`src/rtl/vga_native_reg_bank.sv`:
```
// vga_native_reg_bank: native-side register bank behind the AXI-lite slave FSM.
// Holds shadowed VGA control/timing registers that are applied at frame start,
// sticky write-one-to-clear status, a free-running frame counter and the IRQ.
module vga_native_reg_bank #(
  parameter int          ADDR_WIDTH = 4,
  parameter int          DATA_WIDTH = 32,
  parameter int          H_ACT_RST  = 640,
  parameter int          V_ACT_RST  = 480,
  parameter logic [31:0] ID_VALUE   = 32'h5647_0001
) (
  input  logic                  clk_i,
  input  logic                  rst_i,
  input  logic                  write_en_i,
  input  logic [ADDR_WIDTH-1:0] addr_write_i,
  input  logic [DATA_WIDTH-1:0] data_i,
  input  logic                  read_en_sync_i,
  input  logic [ADDR_WIDTH-1:0] addr_read_i,
  output logic [DATA_WIDTH-1:0] data_o,
  input  logic                  frame_start_i,
  input  logic                  frame_done_i,
  input  logic                  underflow_i,
  output logic                  ctrl_enable_o,
  output logic                  ctrl_pattern_o,
  output logic [11:0]           h_active_o,
  output logic [11:0]           v_active_o,
  output logic [23:0]           bg_color_o,
  output logic                  update_pending_o,
  output logic                  irq_o
);

  localparam logic [ADDR_WIDTH-1:0] IDX_CTRL   = ADDR_WIDTH'(0);
  localparam logic [ADDR_WIDTH-1:0] IDX_HACT   = ADDR_WIDTH'(1);
  localparam logic [ADDR_WIDTH-1:0] IDX_VACT   = ADDR_WIDTH'(2);
  localparam logic [ADDR_WIDTH-1:0] IDX_BG     = ADDR_WIDTH'(3);
  localparam logic [ADDR_WIDTH-1:0] IDX_STATUS = ADDR_WIDTH'(4);
  localparam logic [ADDR_WIDTH-1:0] IDX_FCNT   = ADDR_WIDTH'(5);
  localparam logic [ADDR_WIDTH-1:0] IDX_IRQEN  = ADDR_WIDTH'(6);
  localparam logic [ADDR_WIDTH-1:0] IDX_ID     = ADDR_WIDTH'(7);

  // Shadow copies (what software sees) and active copies (what the display uses)
  logic [1:0]            r_sh_ctrl;
  logic [11:0]           r_sh_h;
  logic [11:0]           r_sh_v;
  logic [23:0]           r_sh_bg;
  logic [1:0]            r_act_ctrl;
  logic [11:0]           r_act_h;
  logic [11:0]           r_act_v;
  logic [23:0]           r_act_bg;
  logic                  r_pending;
  logic                  r_apply_now;
  logic [1:0]            r_status;
  logic [1:0]            r_irq_en;
  logic [DATA_WIDTH-1:0] r_frame_cnt;
  logic                  r_irq;
  logic [DATA_WIDTH-1:0] r_data;

  logic                  w_wr_shadow;
  logic                  w_apply;
  logic [1:0]            w_status_clr;
  logic [DATA_WIDTH-1:0] w_rd_data;
  logic                  w_unused;

  // Upper write-data bits never land in any register field.
  assign w_unused = &{1'b0, data_i[DATA_WIDTH-1:24]};

  assign w_wr_shadow = write_en_i && (addr_write_i < ADDR_WIDTH'(4));
  // While the display is disabled nothing is scanning out, so a shadow write is
  // applied on the following edge instead of waiting for a frame start.
  assign w_apply     = (frame_start_i && r_pending) || r_apply_now;

  // Decode STATUS write-one-to-clear mask
  always_comb begin
    w_status_clr = 2'b00;
    if (write_en_i && (addr_write_i == IDX_STATUS)) begin
      w_status_clr = data_i[1:0];
    end else begin
      w_status_clr = 2'b00;
    end
  end

  // Read mux: returns shadow values for the shadowed registers
  always_comb begin
    w_rd_data = '0;
    case (addr_read_i)
      IDX_CTRL:   w_rd_data = DATA_WIDTH'(r_sh_ctrl);
      IDX_HACT:   w_rd_data = DATA_WIDTH'(r_sh_h);
      IDX_VACT:   w_rd_data = DATA_WIDTH'(r_sh_v);
      IDX_BG:     w_rd_data = DATA_WIDTH'(r_sh_bg);
      IDX_STATUS: w_rd_data = DATA_WIDTH'(r_status);
      IDX_FCNT:   w_rd_data = r_frame_cnt;
      IDX_IRQEN:  w_rd_data = DATA_WIDTH'(r_irq_en);
      IDX_ID:     w_rd_data = DATA_WIDTH'(ID_VALUE);
      default:    w_rd_data = '0;
    endcase
  end

  // Capture software writes into the shadow registers and IRQ enable
  always_ff @(posedge clk_i) begin
    if (rst_i) begin
      r_sh_ctrl <= 2'b00;
      r_sh_h    <= 12'(H_ACT_RST);
      r_sh_v    <= 12'(V_ACT_RST);
      r_sh_bg   <= 24'h00_0000;
      r_irq_en  <= 2'b00;
    end else if (write_en_i) begin
      case (addr_write_i)
        IDX_CTRL:  r_sh_ctrl <= data_i[1:0];
        IDX_HACT:  r_sh_h    <= data_i[11:0];
        IDX_VACT:  r_sh_v    <= data_i[11:0];
        IDX_BG:    r_sh_bg   <= data_i[23:0];
        IDX_IRQEN: r_irq_en  <= data_i[1:0];
        default:   ;
      endcase
    end
  end

  // Copy all four shadows into the active set when an apply is due; a write in
  // the same cycle is not seen because the shadow only updates at this edge.
  always_ff @(posedge clk_i) begin
    if (rst_i) begin
      r_act_ctrl <= 2'b00;
      r_act_h    <= 12'(H_ACT_RST);
      r_act_v    <= 12'(V_ACT_RST);
      r_act_bg   <= 24'h00_0000;
    end else if (w_apply) begin
      r_act_ctrl <= r_sh_ctrl;
      r_act_h    <= r_sh_h;
      r_act_v    <= r_sh_v;
      r_act_bg   <= r_sh_bg;
    end
  end

  // Track outstanding shadow updates: pending while running, immediate when idle
  always_ff @(posedge clk_i) begin
    if (rst_i) begin
      r_pending   <= 1'b0;
      r_apply_now <= 1'b0;
    end else begin
      if (w_wr_shadow && r_act_ctrl[0]) begin
        r_pending <= 1'b1;
      end else if (w_apply) begin
        r_pending <= 1'b0;
      end
      r_apply_now <= w_wr_shadow && !r_act_ctrl[0];
    end
  end

  // Sticky status with W1C; a new event beats a simultaneous clear
  always_ff @(posedge clk_i) begin
    if (rst_i) begin
      r_status <= 2'b00;
    end else begin
      r_status <= (r_status & ~w_status_clr) | {underflow_i, frame_done_i};
    end
  end

  // Count frame starts, wrapping naturally at full scale
  always_ff @(posedge clk_i) begin
    if (rst_i) begin
      r_frame_cnt <= '0;
    end else if (frame_start_i) begin
      r_frame_cnt <= r_frame_cnt + DATA_WIDTH'(1);
    end
  end

  // Level interrupt from the currently registered status and enable
  always_ff @(posedge clk_i) begin
    if (rst_i) begin
      r_irq <= 1'b0;
    end else begin
      r_irq <= |(r_status & r_irq_en);
    end
  end

  // Register read data on the strobe and hold it until the next strobe
  always_ff @(posedge clk_i) begin
    if (rst_i) begin
      r_data <= '0;
    end else if (read_en_sync_i) begin
      r_data <= w_rd_data;
    end
  end

  assign data_o           = r_data;
  assign ctrl_enable_o    = r_act_ctrl[0];
  assign ctrl_pattern_o   = r_act_ctrl[1];
  assign h_active_o       = r_act_h;
  assign v_active_o       = r_act_v;
  assign bg_color_o       = r_act_bg;
  assign update_pending_o = r_pending;
  assign irq_o            = r_irq;

endmodule
```
`config.mk`:
```
export PLATFORM = sky130hd
export DESIGN_NAME = vga_native_reg_bank
export DESIGN_NICKNAME = d
export VERILOG_FILES = /design/src/rtl/vga_native_reg_bank.sv
export SDC_FILE = /design/constraint.sdc
export NUM_CORES = 1
export LEC_CHECK = 0
export ABC_CLOCK_PERIOD_IN_PS = 6230
export CAP_MARGIN = 20
export CORE_AREA = 2 2 121 123
export DETAILED_ROUTE_END_ITERATION = 10
export DIE_AREA = 0 0 123 125
export PLACE_DENSITY = 0.76
export SYNTH_ARGS = -nofsm -noshare
export SYNTH_HDL_FRONTEND = slang
export SYNTH_SLANG_ARGS = --single-unit
```
`constraint.sdc`:
```
create_clock -name clk_i -period 6.23 [get_ports clk_i]
set_input_delay 1.869 -clock clk_i [delete_from_list [all_inputs] [get_ports clk_i]]
set_output_delay 1.869 -clock clk_i [all_outputs]
set_load 0.01 [all_outputs]
```
Yosys cells after proc, flatten, opt, wreduce, memory -nomap -nowiden
Cells that the tools add are included. Widths: inputs -> output; s select.

Add/subtract/negate cells: 1. $lt $le $gt $ge: 1. Equality and inequality tests: 12. Mux-type cells: 4. Bitwise gates (word level): 4. Reductions and logical operators: 16.

Operators with widths (number): $pmux 32 s8 (1); $add 32x1->32 const B (1); $eq 4x3->1 const B (6); $eq 4x2->1 const B (4); $reduce_and 2->1 (5); $eq 4x1->1 const B (2); $logic_not 4->1 (2); $logic_and 1x1->1 (5); $and 2x2->2 (2); $lt 4x3->1 const B (1); $mux 1 (2); $mux 2 (1); $not 2->2 (1); $or 2x2->2 (1); $reduce_bool 2->1 (1); $reduce_or 2->1 (1); $logic_not 1->1 (1); $logic_or 1x1->1 (1).

Register bits after elaboration: 171. Bits of input ports: 47. Output and inout port bits: 84. Logic and storage cells: 53.

Logic depth before layout (Yosys ltp)
Word-level depth: 6. Depth in mapped cells: 7. Gate-level depth less buffers: 5.

Worst setup path before layout
OpenSTA, ideal clock, no wires.

Path type: input to register. Start point: input port frame_start_i. End point: register r_frame_cnt[25]. Library setup time: 0.070 ns. Data arrival time: 3.369 ns. Required time: 6.160 ns. Slack: 2.790 ns. Cell stages on the path: 6. Path buffers: 2. Path through: buf_4 nand4_1 or4_4 buf_6 or4_1 a21oi_1.

RTL lines: start, declared (line 19) `input logic frame_start_i,`; end signal, assigned (line 162) `r_frame_cnt <= r_frame_cnt + DATA_WIDTH'(1);`; end, declared (line 53) `logic [DATA_WIDTH-1:0] r_frame_cnt;`.

Worst setup path in the final report
Start point: input port addr_read_i[2]. End point: register r_data[6] (netlist: data_o[6]).

Word-level cells in the longest chain between the ends: 2. Elaborated cells on any way between the ends: 9. Classes of those cells: eq/ne: 7; mux: 1; reduce/logical: 1.

Ends and longest elaborated chain: start, declared (line 17) `input logic [ADDR_WIDTH-1:0] addr_read_i,`; $eq 4x3->1 (tied with other cells) (line 84) `case (addr_read_i)`; $pmux 32 s8 (*) (line 84); end signal, assigned (line 180) `r_data <= w_rd_data;`; end, declared (line 55) `logic [DATA_WIDTH-1:0] r_data;`.

Mark *: on every way between the ends. The rest lies on a longest branch, timed or not. A chain may end at the register's enable or synchronous reset.

==> results.json <==
{
  "drive_gt1_share_pct": 5.75,
  "fmax_mhz": 241,
  "firstDrtPassIters": 5,
  "synthCells": 803,
  "max_slew_margin_pct": 25.9,
  "core_sq_um": 14200,
  "setup-tns-final_ps": 0,
  "dieArea_sq_um": 15400,
  "syn_avg_cell_area_sq_um": 8.55,
  "maxCapViolCount": 0,
  "worstPathArrival_ps": 4470,
  "hpwl_um": 12000,
  "fp-row-count": 44,
  "postRouteAntennaNets": 0,
  "fp.dieW_um": 123,
  "crit_fanout": 22,
  "ys_seq_area_share_pct": 49.9,
  "pwr_density_cell_nw_per_um2": 275,
  "syn_nets": 851,
  "antenna_found_initial": 0,
  "clock_sinks": 171,
  "area_delta_synth_final_pct": 28.6,
  "leakagePower_nw": 2.97,
  "cts_buffer_depth": 2,
  "synth_edf_count": 0,
  "start_util_pct": 48.3,
  "die_h_um": 125,
  "synthFlopType": "dfxtp_1",
  "finalNetCount": 940,
  "ys_seq_elements": 171,
  "period_needed_ps": 4140,
  "outcome": "finished clean",
  "h-tree-depth": 4,
  "clk_latency_ps": 430,
  "clock_skew_ps": 9.72,
  "post_cts_resized": 0,
  "drc_errors": 0,
  "period_share_pct": 66.5,
  "synth.distinct_cells": 50,
  "tritoncts": "yes",
  "num_antenna_cells": 0,
  "num_vias": 6225,
  "vdd_ir_drop_max_v": 0.000184,
  "final_hold_viol_count": 0,
  "finalSetupViolations": 0,
  "numCtsBuffers": 17,
  "clk_pin_slew_worst_paths_ps": 60,
  "gp_congestion": 0.785,
  "synthArstFlopShare_pct": 0,
  "cts.hold.buffers_added": 0,
  "most-common-layout-cells": "dfxtp_1 (171), nand2_1 (161), clkdlybuf4s50_1 (120)",
  "slew_violations": 0,
  "grt_max_degree": 88,
  "portBuffers": 122,
  "setup_slack_ps": 2090,
  "synthesis.area_sq_um": 6860,
  "drt-initial-drc-count": 599,
  "whs_ps": 451,
  "crit_path_end_kind": "flop",
  "worstMarginPinSlew_ps": 1110,
  "grt_overflow": 0,
  "hold_class": "flop to flop",
  "rsz0062_at_grt": "no",
  "vias_per_cell": 5.72,
  "cts_root_buf": "clkbuf_16",
  "layout_commonest_cell": "dfxtp_1",
  "criticalPathCategory": "input port to flop",
  "avgRoutedWirePerCell_um": 16.9,
  "grt_pass1_wl_um": 29400,
  "io_pins": 131,
  "wirelength_um": 18400,
  "yosys_warnings": 0,
  "track_usage_pct": 24.3,
  "grt_pass1_vias": 5610,
  "postCtsSetupRepairBufs": 0,
  "crit_required_ps": 6560,
  "pre_cts_ws_ps": 1710,
  "start_kind": "input port"
}
[metrics by stage]
stage / cells / instance area (sq um) / utilization (%) / total power, mW
6_report: 1088 / 8820 / 62.1 / 2.42
5_1_grt: 1088 / 8820 / 62.1 / 2.50
4_1_cts: 1087 / 8810 / 62.1 / 2.43
3_5_place_dp: 1056 / 8150 / 57.4 / 1.28
3_3_place_gp: 1056 / 8150 / 57.4 / 1.28
2_1_floorplan: 803 / 6860 / - / 1.21
[flip-flops by register name, summed over array words and instances (netlist names), 2 cells and up]
signal	flops
r_status	2
r_sh_h	12
v_active_o	12
h_active_o	12
r_sh_v	12
r_sh_ctrl	2
r_act_ctrl	2
bg_color_o	24
r_frame_cnt	32
data_o	32
r_irq_en	2
r_sh_bg	24
[final cells by class]
cell class | count | area, sq um
Sequential cell | 171 | 3420
Tap cell | 184 | 230
Fill cell | 1209 | 5380
Clock inverter | 10 | 189
Inverter | 7 | 26.3
Multi-Input combinational cell | 566 | 3220
Clock buffer | 21 | 470
Timing Repair Buffer | 129 | 1270
[layer usage]
| layer | global-route usage [%] | wire (um) |
|---|---|---|
| met1 | 35.9 | 8700 |
| met2 | 35.5 | 8280 |
| met3 | 5.29 | 1190 |
| met4 | 7.02 | 227 |
| met5 | 0 | 0 |
[cell usage after synthesis, types with 6 or more instances]
master    instances  share of area (%)
a22oi_1          30                3.3
dfxtp_1         171                 50
a211oi_1          9               0.98
a311oi_1         11                1.4
o21ai_0          16                1.2
mux2i_1          24                3.5
nand3b_1         10                1.1
clkbuf_1         53                2.9
inv_1             7               0.38
or4_1            12                1.3
a211o_1           6               0.77
o31ai_1          12                1.3
nand3_1          14                1.0
nor2_1           58                3.2
nand4_1          10               0.91
or3_1             9               0.82
xor2_1            6               0.77
nand2_1         161                8.8
nand2b_1         15                1.4
a21oi_1         104                7.6
[critical path, cell delays in order]
cell	delay (ps)
clkdlybuf4s50_1	910
nand2b_1	250
nor3b_4	880
a22oi_1	220
a311oi_1	320
[where the power goes]
group / switching, mW / internal, mW
Clock: 0.428 / 0.742
Sequential: 0.0126 / 1.11
Combinational: 0.0714 / 0.0601
Total: 0.512 / 1.91
[path summary, 6_finish.rpt]
kind / start / endpoint / slack [ps] / depth (start not counted)
min: h_active_o[2] / h_active_o[2] / 450 / 2
max reg2reg: r_frame_cnt[0] / r_frame_cnt[20] / 4090 / 5
min reg2reg: h_active_o[2] / h_active_o[2] / 450 / 2
max: addr_read_i[2] / data_o[6] / 2090 / 5
[cell families (layout without fill, tap and decap cells)]
group | after synthesis | in the layout | share of synthesized area (%)
simple gates | 326 | 326 | 22.8
compound gates | 204 | 204 | 18.4
flops | 171 | 171 | 49.9
buf+inv | 66 | 167 | 3.81
mux | 25 | 25 | 3.66
xor+xnor | 10 | 10 | 1.28
fa+ha+maj | 1 | 1 | 0.182
Note: power is estimated with default switching activity, not from simulation.
==> RTL change: new RTL, config.mk and constraints unchanged <==
The output `irq_o` loses its register stage (`r_irq` becomes a continuous assignment).
--- a/src/rtl/vga_native_reg_bank.sv
+++ b/src/rtl/vga_native_reg_bank.sv
@@ -165,11 +165,5 @@
 
   // Level interrupt from the currently registered status and enable
-  always_ff @(posedge clk_i) begin
-    if (rst_i) begin
-      r_irq <= 1'b0;
-    end else begin
-      r_irq <= |(r_status & r_irq_en);
-    end
-  end
+  assign r_irq = |(r_status & r_irq_en);
 
   // Register read data on the strobe and hold it until the next strobe
Function: changed (a bounded check fails within 4 cycles, from zero or initial values and one cycle with rst_i high).
==> RTL change against the unedited design <==
Via count down 1.4%. Sequential cell count fell by 1. Design area decreased by 1.2%. Highest routed layer unchanged. Power shrank 6.0%. Area after synthesis is 0.33% lower. Worst setup slack improved by 0.045 ns. Wire length is 0.98% lower.
==> RTL change: results (changes against the unedited design) <==
run_status:
  status: "completed"
worst_setup_path:
  endpoint: "data_o[8]$_SDFFE_PP0P_"
  slowest_stage: "nor4bb_2"
  r2r-end: "r_frame_cnt[31]$_SDFFE_PP0P_"
  critPathTopFamily: "buffers and inverters"
  slowest_delay_ns: 0.98  # +0.07 ns
  cp_max_fo: 15  # -32%
  cp.arrival_ns: 4.42  # -0.05 ns
  ff2ff_setup_slack_ns: 4.13  # +0.04 ns
  reg2regPathDepth: 4  # -1
synthesis:
  yosys_warnings: 0  # unchanged
  synth_fp_nets: 849  # -0.24%
  synthTopCellsByArea: "dfxtp_1 50%, nand2_1 8.8%, a21oi_1 7.6%, mux2i_1 3.5%, a22oi_1 3.2%"
  synth_commonest_cells: "170 x dfxtp_1, 161 x nand2_1, 104 x a21oi_1"
  seq_area_frac_synth: 0.498  # -0.00128
  synth_cell_types: 51  # +2.0%
  synthArstFlopShare: 0  # unchanged
placement:
  hpwl_um: 12300  # +2.2%
  pre_cts_slack_ns: 1.71  # +0.0000700 ns
  place.gp.congestion: 0.835  # +6.4%
  placed_area_mm2: 0.00813  # -0.28%
drt:
  via_per_inst: 5.64  # -1.4%
  dr.pass1.iters: 5  # unchanged
  routedWlPerCell_um: 16.7  # -0.98%
  drt_iter0_drc: 528  # -12%
global_route:
  gr-usage-met2: 0.354  # -0.000975
  grt_use_met1: 0.355  # -0.00458
  met3_usage: 0.0474  # -0.00547
  grt_pass1_wl_um: 29400  # about the same
  grt_max_degree: 63  # -28%
  first_global_vias: 5706  # +1.7%
  track_usage: 0.242  # -0.00123
clocking:
  clk_latency_ns: 0.43  # about the same
  postCtsSetupBuffers: 0  # unchanged
  htreeDepth: 4  # unchanged
power_and_ir_drop:
  p_leak_nw: 2.92  # -1.4%
  ir_drop_mv: 0.192  # +4.4%
min_path:
  hold_class: "flip-flop to flip-flop"
sta:
  relSlewSlack: 0.290  # +0.0309
  finClkSkew_ns: 0.00685  # -0.00287 ns
  fmax_mhz: 244  # +1.1%
final_layout:
  drive_gt1_frac: 0.0597  # +0.00221
  nets: 939  # -0.11%
  fill_cells: 1218  # +0.74%
-- RTL change: cell types whose count changed after synthesis, sizes merged --
cell   before  now
nor2       58   57
a22o        0    1
dfxtp     171  170
a22oi      30   29
-- RTL change: through the flow --
stage / hold slack (ns) / total power (W) / instances
after CTS: 0.452 / 0.00228 / 1088
after global routing: 0.471 / 0.00235 / 1088
after global placement: 0.440 / 0.00127 / 1056
final: 0.451 / 0.00228 / 1088
after floorplan: 0.444 / 0.00121 / 801
after detailed placement: 0.443 / 0.00127 / 1056
-- RTL change: per-layer routing --
layer  up-vias  wire length (um)
met3        22              1100
li1       2999                 -
met5         -                 0
met1      2934              8610
met4         0               301
met2       184              8210
-- RTL change: kinds of logic (layout without fill, tap and decap cells) --
family,count (synthesis),after routing,share of synthesized area
mux,25,25,0.0368
buf+inv,66,169,0.0382
compound gates,204,204,0.185
fa+ha+maj,1,1,0.00183
xor+xnor,10,10,0.0128
simple gates,325,325,0.228
flops,170,170,0.498
-- RTL change: final cells by class --
| type | count | area, um2 | area share |
|---|---|---|---|
| repair buffers | 130 | 1270 | 0.146 |
| clock buffers | 23 | 498 | 0.0571 |
| well taps | 184 | 230 | 0.0264 |
| inverters | 7 | 26.3 | 0.00301 |
| flip-flops and latches | 170 | 3400 | 0.390 |
| clock inverters | 9 | 88.8 | 0.0102 |
| multi-input cells | 565 | 3200 | 0.367 |
-- RTL change: power breakdown --
group | internal (W) | total, W | switching, W
Sequential | 0.00110 | 0.00112 | 0.0000125
Combinational | 0.0000595 | 0.000131 | 0.0000715
Clock | 0.000603 | 0.00103 | 0.000429
Total | 0.00177 | 0.00228 | 0.000513
